--- config.mk ---
export PLATFORM = sky130hd
export DESIGN_NAME = byte_scan_reader
export DESIGN_NICKNAME = d
export VERILOG_FILES = /design/src/rtl/byte_scan_reader.sv
export SDC_FILE = /design/constraint.sdc
export NUM_CORES = 1
export LEC_CHECK = 0
export BUFFER_PORTS_ARGS = -buffer_cell sky130_fd_sc_hd__buf_2
export CORE_MARGIN = 1
export CORE_UTILIZATION = 35
export CTS_CLUSTER_DIAMETER = 150
export DETAILED_ROUTE_END_ITERATION = 8
export PLACE_DENSITY = 0.66
export SYNTH_ARGS = -nofsm -noshare
export SYNTH_HDL_FRONTEND = slang
export SYNTH_SLANG_ARGS = --single-unit
--- constraint.sdc ---
create_clock -name clk -period 2.2 [get_ports clk]
set_input_delay 0.33 -clock clk [delete_from_list [all_inputs] [get_ports clk]]
set_output_delay 0.33 -clock clk [all_outputs]
set_load 0.02 [all_outputs]
--- src/rtl/byte_scan_reader.sv ---
// byte_scan_reader: read-side sequencer for a small byte memory bank.
// On start it walks addresses 0..DEPTH-1 through a combinational read port.
// Each byte is presented on a valid/ready stream tagged with its address.
// A programmable dwell gap follows each accepted byte.
// Optional macro BYTE_SCAN_CONTINUOUS_EN: wrap back to address 0 after the
// last byte instead of returning to IDLE; scanning repeats until abort/reset.
//
// Stream handshake: out_data/out_addr are held stable while out_valid is high.
// A byte transfers on any rising edge where out_valid && out_ready.
// out_valid never depends combinationally on out_ready.
// dbg_state mirrors the FSM state register for observation.

module byte_scan_reader #(
    parameter int WIDTH        = 8,
    parameter int DEPTH        = 4,
    parameter int ADDR_W       = 2,
    parameter int DWELL_CYCLES = 4
) (
    input  logic              clk,
    input  logic              rst_n,
    input  logic              start,
    input  logic              abort,
    output logic [ADDR_W-1:0] rd_addr,
    input  logic [WIDTH-1:0]  rd_data,
    output logic [WIDTH-1:0]  out_data,
    output logic [ADDR_W-1:0] out_addr,
    output logic              out_valid,
    input  logic              out_ready,
    output logic              busy,
    output logic              done,
    output logic [2:0]        dbg_state
);

    typedef enum logic [2:0] {
        S_IDLE    = 3'd0,
        S_FETCH   = 3'd1,
        S_PRESENT = 3'd2,
        S_DWELL   = 3'd3,
        S_DONE    = 3'd4
    } state_t;

    // Dwell counter is never used when DWELL_CYCLES is 0; keep it 1 bit wide then.
    localparam int CNT_W = (DWELL_CYCLES > 0) ? $clog2(DWELL_CYCLES + 1) : 1;
    localparam logic [CNT_W-1:0]  DWELL_LOAD = CNT_W'(DWELL_CYCLES);
    localparam logic [ADDR_W-1:0] LAST_ADDR  = ADDR_W'(DEPTH - 1);

    state_t           state;
    state_t           next_state;
    logic [CNT_W-1:0] dwell_cnt;
    logic             xfer;
    logic             last_byte;

    assign xfer      = out_valid && out_ready;
    assign last_byte = (out_addr == LAST_ADDR);

    // State register.
    always_ff @(posedge clk or negedge rst_n) begin
        if (!rst_n) begin
            state <= S_IDLE;
        end else begin
            state <= next_state;
        end
    end

    // Next-state decode; abort outranks a simultaneous transfer.
    always_comb begin
        next_state = state;
        case (state)
            S_IDLE: begin
                if (start) begin
                    next_state = S_FETCH;
                end
            end
            S_FETCH: begin
                next_state = abort ? S_IDLE : S_PRESENT;
            end
            S_PRESENT: begin
                if (abort) begin
                    next_state = S_IDLE;
                end else if (xfer) begin
                    if (last_byte) begin
                        next_state = S_DONE;
                    end else if (DWELL_CYCLES == 0) begin
                        next_state = S_FETCH;
                    end else begin
                        next_state = S_DWELL;
                    end
                end
            end
            S_DWELL: begin
                if (abort) begin
                    next_state = S_IDLE;
                end else if (dwell_cnt <= CNT_W'(1)) begin
                    next_state = S_FETCH;
                end
            end
            S_DONE: begin
`ifdef BYTE_SCAN_CONTINUOUS_EN
                next_state = S_FETCH;
`else
                next_state = S_IDLE;
`endif
            end
            default: next_state = S_IDLE;
        endcase
    end

    // Registered datapath: address walk, byte capture, valid flag, dwell count.
    always_ff @(posedge clk or negedge rst_n) begin
        if (!rst_n) begin
            rd_addr   <= '0;
            out_data  <= '0;
            out_addr  <= '0;
            out_valid <= 1'b0;
            dwell_cnt <= '0;
        end else begin
            // Entering FETCH from the scan steps the address; from IDLE or
            // a continuous-mode wrap it restarts at 0.
            if (next_state == S_FETCH) begin
                if (state == S_PRESENT || state == S_DWELL) begin
                    rd_addr <= rd_addr + ADDR_W'(1);
                end else begin
                    rd_addr <= '0;
                end
            end

            if (state == S_FETCH && next_state == S_PRESENT) begin
                out_data <= rd_data;
                out_addr <= rd_addr;
            end

            out_valid <= (next_state == S_PRESENT);

            if (next_state == S_IDLE) begin
                dwell_cnt <= '0;
            end else if (state == S_PRESENT && next_state == S_DWELL) begin
                dwell_cnt <= DWELL_LOAD;
            end else if (state == S_DWELL && dwell_cnt != '0) begin
                dwell_cnt <= dwell_cnt - CNT_W'(1);
            end
        end
    end

    // Status outputs decoded from the state register.
    always_comb begin
        busy      = (state != S_IDLE);
        done      = (state == S_DONE);
        dbg_state = state;
    end

endmodule

Word-level counts from Yosys, hierarchy flattened
Cells that the tools add are included.
- $add $sub $neg: 2
- order comparisons: 1
- equality and inequality tests: 8
- multiplexer cells: 12
- reduce and logical (&&, ||, !) cells: 10
- operators by type and width (cell ; number):
    two-way mux 3 bit ; 9
    equality test 3 x 2 -> 1 bit (second input constant) ; 4
    case mux 3 bit (4 select lines) ; 1
    nonzero test 3 bit ; 3
    equality test 3 x 1 -> 1 bit (second input constant) ; 2
    zero test 3 bit ; 2
    logical AND 1 bit ; 4
    two-way mux 2 bit ; 2
    equality test 3 bit (second input constant) ; 1
    less-or-equal comparator 3 x 1 -> 1 bit (second input constant) ; 1
    subtractor 3 x 1 -> 3 bit (second input constant) ; 1
    adder 2 x 1 -> 2 bit (second input constant) ; 1
    equality test 2 bit (second input constant) ; 1
    logical OR 1 bit ; 1
- register bits: 19
- bits of input ports: 13
- output and inout bits: 18
- word-level logic and storage cells: 39

Logic depth before layout (Yosys ltp)
Gate-level depths: netlist of the first run.
- depth after elaboration: 9
- mapped depth: 6

Least setup slack after synthesis of the first run
OpenSTA, ideal clock, no wires.
- kind: reg-to-reg
- start: reg dwell_cnt[0]
- end: reg dwell_cnt[2]
- setup time: 0.083 ns
- arrival: 1.522 ns
- required time: 2.117 ns
- path slack: 0.595 ns
- stages on the path, launching flop included: 7
- path buffers: 0
- period minus slack after synthesis: 1.605 ns
- path through: dfrtp_1 > inv_1 > ha_1 > ha_1 > nor3b_2 > mux2_2 > o21ai_0
- cells in the longest elaborated chain, start to end: 8
- RTL lines (what ; RTL line ; source):
    start: declaration ; 49 ; logic [CNT_W-1:0] dwell_cnt;
    start signal: assignment ; 139 ; dwell_cnt <= dwell_cnt - CNT_W'(1);
    less-or-equal comparator 3 x 1 -> 1 bit ; 93 ; end else if (dwell_cnt <= CNT_W'(1)) begin
    two-way mux 3 bit ; 93 ;
    two-way mux 3 bit ; 91 ; if (abort) begin
    case mux 3 bit (4 select lines) ; 68 ; case (state)
    equality test 3 x 2 -> 1 bit ; 136 ; end else if (state == S_PRESENT && next_state == S_DWELL) begin
    logical AND 1 bit ; 136 ;
    two-way mux 3 bit ; 136 ;
    two-way mux 3 bit ; 134 ; if (next_state == S_IDLE) begin
Several ways; a longest one is shown, not always the timed one. The select of a mux whose other input is x is not followed.
A chain may end at the register's enable or synchronous reset.

Worst setup path after layout of the first run
- start: reg state[1], in the netlist dbg_state[1]
- end: out done
- cells in the longest elaborated chain, start to end: 1
- RTL lines (what ; RTL line ; source):
    start: declaration ; 47 ; state_t state;
    start signal: assignment ; 61 ; state <= next_state;
    equality test 3 bit ; 147 ; done = (state == S_DONE);
    end: declaration ; 30 ; output logic done,
No other way between the ends.

==> results of run 1 <==
cell usage after synthesis, drive strengths merged, types with 2 or more instances:
library cell | n | area [µm²]
buf | 2 | 22.5
nor3b | 2 | 20.0
and4bb | 2 | 25.0
nor4b | 2 | 32.5
mux2 | 12 | 135
nand2 | 2 | 7.51
dfrtp | 19 | 475
nor2 | 5 | 18.8
nand2b | 4 | 40.0
ha | 2 | 25.0
inv | 3 | 11.3
or2 | 3 | 21.3
nor3 | 2 | 21.3
o21ai | 3 | 18.8
per-stage QoR:
stage | instance area [µm²] | total power, W | hold WS (ns)
global placement | 1140 | 0.00135 | 0.284
CTS | 1180 | 0.00155 | 0.247
global route | 1180 | 0.00164 | 0.224
detailed placement | 1140 | 0.00137 | 0.291
finish | 1180 | 0.00153 | 0.257
floorplan | 978 | 0.00117 | 0.0344
worst max-delay path: stages, from the launching register on:
cell and delay [ns]:
dfrtp_1 0.66, nor2_1 0.16, and2_1 0.18, buf_2 0.15
routing by layer:
metal	vias up	GRT usage, %	wire length (µm)
met5	-	0	0
met4	0	7.69	25
met3	3	4.17	102
met2	30	25.5	942
met1	336	17.4	802
li1	336	-	-
power breakdown:
part	switching [W]	internal [W]	total [W]
Sequential	0.000140	0.000480	0.000620
Combinational	0.000408	0.000326	0.000734
Clock	0.000105	0.0000678	0.000172
Total	0.000652	0.000875	0.00153
logic make-up (layout without fill, tap and decap cells):
logic type / Yosys count / in the layout / share of synthesized area [%]
buffers and inverters: 5 / 38 / 3.45
and+or+nand+nor: 27 / 27 / 22.1
AOI/OAI and AO/OA: 8 / 8 / 7.54
muxes: 13 / 13 / 14.8
DFF: 19 / 19 / 48.6
adders and majority gates: 2 / 2 / 2.56
xor gates and xnor gates: 1 / 1 / 0.895
how the worst max path moves through the flow:
stage / slack [ns] / cells past startpoint / endpoint / startpoint
floorplan: 0.59 / 6 / dwell_cnt[2] / dwell_cnt[0]
global placement: 0.55 / 6 / dwell_cnt[2] / dwell_cnt[0]
detailed placement: 0.47 / 6 / dwell_cnt[2] / dwell_cnt[0]
CTS: 0.40 / 3 / done / dbg_state[1]
global route: 0.30 / 6 / dwell_cnt[2] / dwell_cnt[1]
finish: 0.43 / 3 / done / dbg_state[1]
sequential cells by signal, indices dropped and copies added (netlist names):
signal and cells:
dwell_cnt 3, out_data 8, out_valid 1, out_addr 2, rd_addr 2, dbg_state 3
cell type report:
cell class	instances	area [µm²]	share of cell area (%)
Clock buffer	3	22.5	1.91
Clock inverter	1	5.00	0.424
Inverter	3	11.3	0.953
Multi-Input combinational cell	51	469	39.7
Sequential cell	19	475	40.3
Tap cell	30	37.5	3.18
Timing Repair Buffer	31	160	13.6
==> flow_summary.ini, run 1 <==
[final_layout]
final_cells = 138
layout.nets = 124
finalCoreUtilization_pct = 46.0
syn2layout_area_growth_pct = 20.7
antennaDiodeCount = 0
final_cell_mix = buf_2 (30), dfrtp_1 (19), mux2_2 (11)
final_common_cell = buf_2
fillCellCount = 258
drive_gt1_share_pct = 52.8

[place]
dpl_worst_slack_ns = 0.474
place_inst = 133
hpwl_mm = 1.44
gp_congestion = 0.836
io_buffers = 30

[yosys]
synth.yosys.seq_area_share_pct = 48.6
synth_nets = 90
synth_ff_type = dfrtp_1
ys_ff_latch = 19
async_flop_share_pct = 100
syn_area_um2 = 978
synth_edf_count = 0
netlist_instances = 75
yosysWarnings = 0
syn_avg_cell_area_um2 = 13.0
synth.distinct_cells = 34

[clock_tree]
clockBufferDepth = 2
cts_setup_buffers = 0
cts.sinks = 19
postCtsHoldBufs = 1
cts_resized = 0
cts_made_buffers = 3
clk-insertion-delay-late_ns = 0.30
cts_tree = done
root_buffer = clkbuf_4
h-tree-depth = 1
clk_pin_slew_ns = 0.10

[worst_setup_path]
reg2reg_to = dwell_cnt[2]
worstPathArrival_ns = 1.44
crit_type = reg -> out
reg2reg_depth = 6
crit_path_end_kind = output port
worst_ep_required_time_ns = 1.87
rrSetupSlack_ns = 0.46
worstPathMaxFanout = 10
rr_startpoint = dwell_cnt[0]
crit_path_start_kind = flop

[min_path]
hold_path.class = in -> reg
min_from = rd_data[2]
holdPathStages = 2
hold_end = out_data[2]

[grt]
grt_max_degree = 20
overflow = 0
grtUsageTotal_pct = 15.2
antenna_found_initial = 0
grt_first_pass_wirelength_mm = 3.11
grt_pass1_vias = 748

[power]
p_leak_nw = 0.555
ir_drop_mv = 0.658
power_density_mw_per_mm2 = 1290

[route]
viasPerCell = 5.11
antenna_left = 0
first_pass_iters = 4
drt-wirelength-per-cell_um = 13.6
vias = 705
drcViolationCount = 0
drt_first_iter_violations = 3
finalWirelength_mm = 1.87

[floorplan]
initial_core_util_pct = 38.1
die_x_um = 54.9
design.core.area_mm2 = 0.00257
row_count = 18
dieArea_mm2 = 0.00301
die_h_um = 54.9
ios = 31

[sta]
max_slew.worst_pin.slew_ns = 0.485
slew_headroom_pct = 67.5
drv_slew = 0
fmax_mhz = 564
finalSetupViolations = 0
skew_ns = 0.00241
finalSetupTns_ns = 0
timing.final.ws_setup_ns = 0.428
fin_crit_sh_pct = 80.5
period_minus_slack_ns = 1.77
final_hold_viol_count = 0
rsz0062_at_grt = false

[run_status]
status = finished clean

[job]
drv_cap = 0
(Power assumes the default switching activity.)
==> run 2, diff against run 1 <==
==> constraint.sdc (replaced) <==
create_clock -name clk -period 1.8 [get_ports clk]
set_input_delay 0.27 -clock clk [delete_from_list [all_inputs] [get_ports clk]]
set_output_delay 0.27 -clock clk [all_outputs]
set_load 0.02 [all_outputs]
==> flow_summary.ini, run 2 (synthesized netlist as in run 1, its figures left out) <==
[run_status]
status = finished clean

[sta]
skew_ns = 0.00379
max_slew.worst_pin.slew_ns = 0.420
fin_crit_sh_pct = 91.0
slew_headroom_pct = 72.0
fmax_mhz = 610
finalSetupViolations = 0
final_hold_viol_count = 0
period_minus_slack_ns = 1.64
rsz0062_at_grt = false
finalSetupTns_ns = 0
holdWs_ns = 0.204
drv_slew = 0

[clock_tree]
clockBufferDepth = 2
clk_pin_slew_ns = 0.10
cts_made_buffers = 3
cts_tree = done
h-tree-depth = 1
cts_setup_buffers = 0
cts.sinks = 19
clk-insertion-delay-late_ns = 0.29
root_buffer = clkbuf_4

[worst_setup_path]
crit_type = reg -> out
worstPathMaxFanout = 11
worst_ep_required_time_ns = 1.53
worstPathArrival_ns = 1.37
reg2reg_depth = 3
crit_path_end_kind = output port
reg2reg_to = rd_addr[0]
rr_startpoint = dbg_state[0]
rrSetupSlack_ns = 0.20
crit_path_start_kind = flop

[floorplan]
design.core.area_mm2 = 0.00257
ios = 31
initial_core_util_pct = 38.1
die_x_um = 54.9
die_h_um = 54.9
dieArea_mm2 = 0.00301
row_count = 18

[min_path]
min_from = rd_data[1]
hold_path.class = in -> reg
holdPathStages = 2
hold_end = out_data[1]

[final_layout]
finalCoreUtilization_pct = 46.6
antennaDiodeCount = 0
final_common_cell = buf_2
largest_reg_flops = 8
layout.nets = 126
top_register = out_data
fin_area_mm2 = 0.00120
final_cell_mix = buf_2 (30), dfrtp_1 (18), mux2_2 (11)
drive_gt1_share_pct = 54.5
syn2layout_area_growth_pct = 22.4

[place]
io_buffers = 30
hpwl_mm = 1.43
gp_congestion = 0.832
dpl_cell_area_mm2 = 0.00116

[route]
viasPerCell = 5.15
antenna_left = 0
drt-wirelength-per-cell_um = 13.0
drcViolationCount = 0
finalWirelength_mm = 1.83
vias = 721
first_pass_iters = 4
drt_first_iter_violations = 5

[grt]
antenna_found_initial = 0
grt_first_pass_wirelength_mm = 3.22
grtUsageTotal_pct = 15.2
overflow = 0
grt_pass1_vias = 748
grt_max_degree = 20

[power]
p_leak_nw = 0.565
power_density_mw_per_mm2 = 1560
ir_drop_mv = 0.798
total_power_w = 0.00187

[job]
drv_cap = 0
run 2: cell count changes in the layout (fill, tap and decap cells not counted), sizes merged:
| cell | previous run | this run |
|---|---|---|
| buf | 30 | 32 |
run 2: per-layer routing:
layer  wire [µm]  track usage [%]  vias up  share of wire [%]
li1            -                -      342                  -
met3         103             3.06        0                5.6
met4           0             5.13        0                  0
met5           0                0        -                  0
met2         932             27.1       23                 51
met1         790             18.0      356                 43
run 2: worst max-delay path, stage by stage, from the launching register on:
cell     delay (ns)
dfrtp_1        0.54
nor2_1         0.24
and2_1         0.15
buf_2          0.15
run 2: how the worst max path moves through the flow:
| stage | from | to | slack [ns] | cells past startpoint |
|---|---|---|---|---|
| 3_5_place_dp | dbg_state[1] | rd_addr[0] | 0.15 | 3 |
| 4_1_cts | dbg_state[1] | done | 0.07 | 3 |
| 3_3_place_gp | dbg_state[1] | rd_addr[0] | 0.16 | 3 |
| 2_1_floorplan | dwell_cnt[0] | dwell_cnt[2] | 0.19 | 6 |
| 5_1_grt | dbg_state[0] | done | 0.01 | 3 |
| 6_report | dbg_state[0] | done | 0.16 | 3 |
run 2: per-stage QoR:
stage	cells	setup slack, ns
floorplan	75	0.195
global placement	135	0.162
detailed placement	135	0.151
CTS	140	0.0673
global route	140	0.0118
finish	140	0.162
run 2: timing repair:
item	CTS	global route
hold endpoints to repair	19	0
gates resized for setup	0	1
endpoints found under the setup margin	0	1
hold buffers	1	0
run 2: layout make-up:
| class | count | area, µm² |
|---|---|---|
| clock buffer | 3 | 22.5 |
| clock inverter | 1 | 5.00 |
| fill | 250 | 1370 |
| inverter | 3 | 11.3 |
| multi-input combinational | 51 | 469 |
| sequential | 19 | 477 |
| tap | 30 | 37.5 |
| timing repair buffer | 33 | 175 |
run 2: where the power goes:
part           total (W)  internal, W  switching [W]
combinational   0.000908     0.000408       0.000499
clock           0.000205    0.0000825       0.000122
sequential      0.000758     0.000589       0.000168
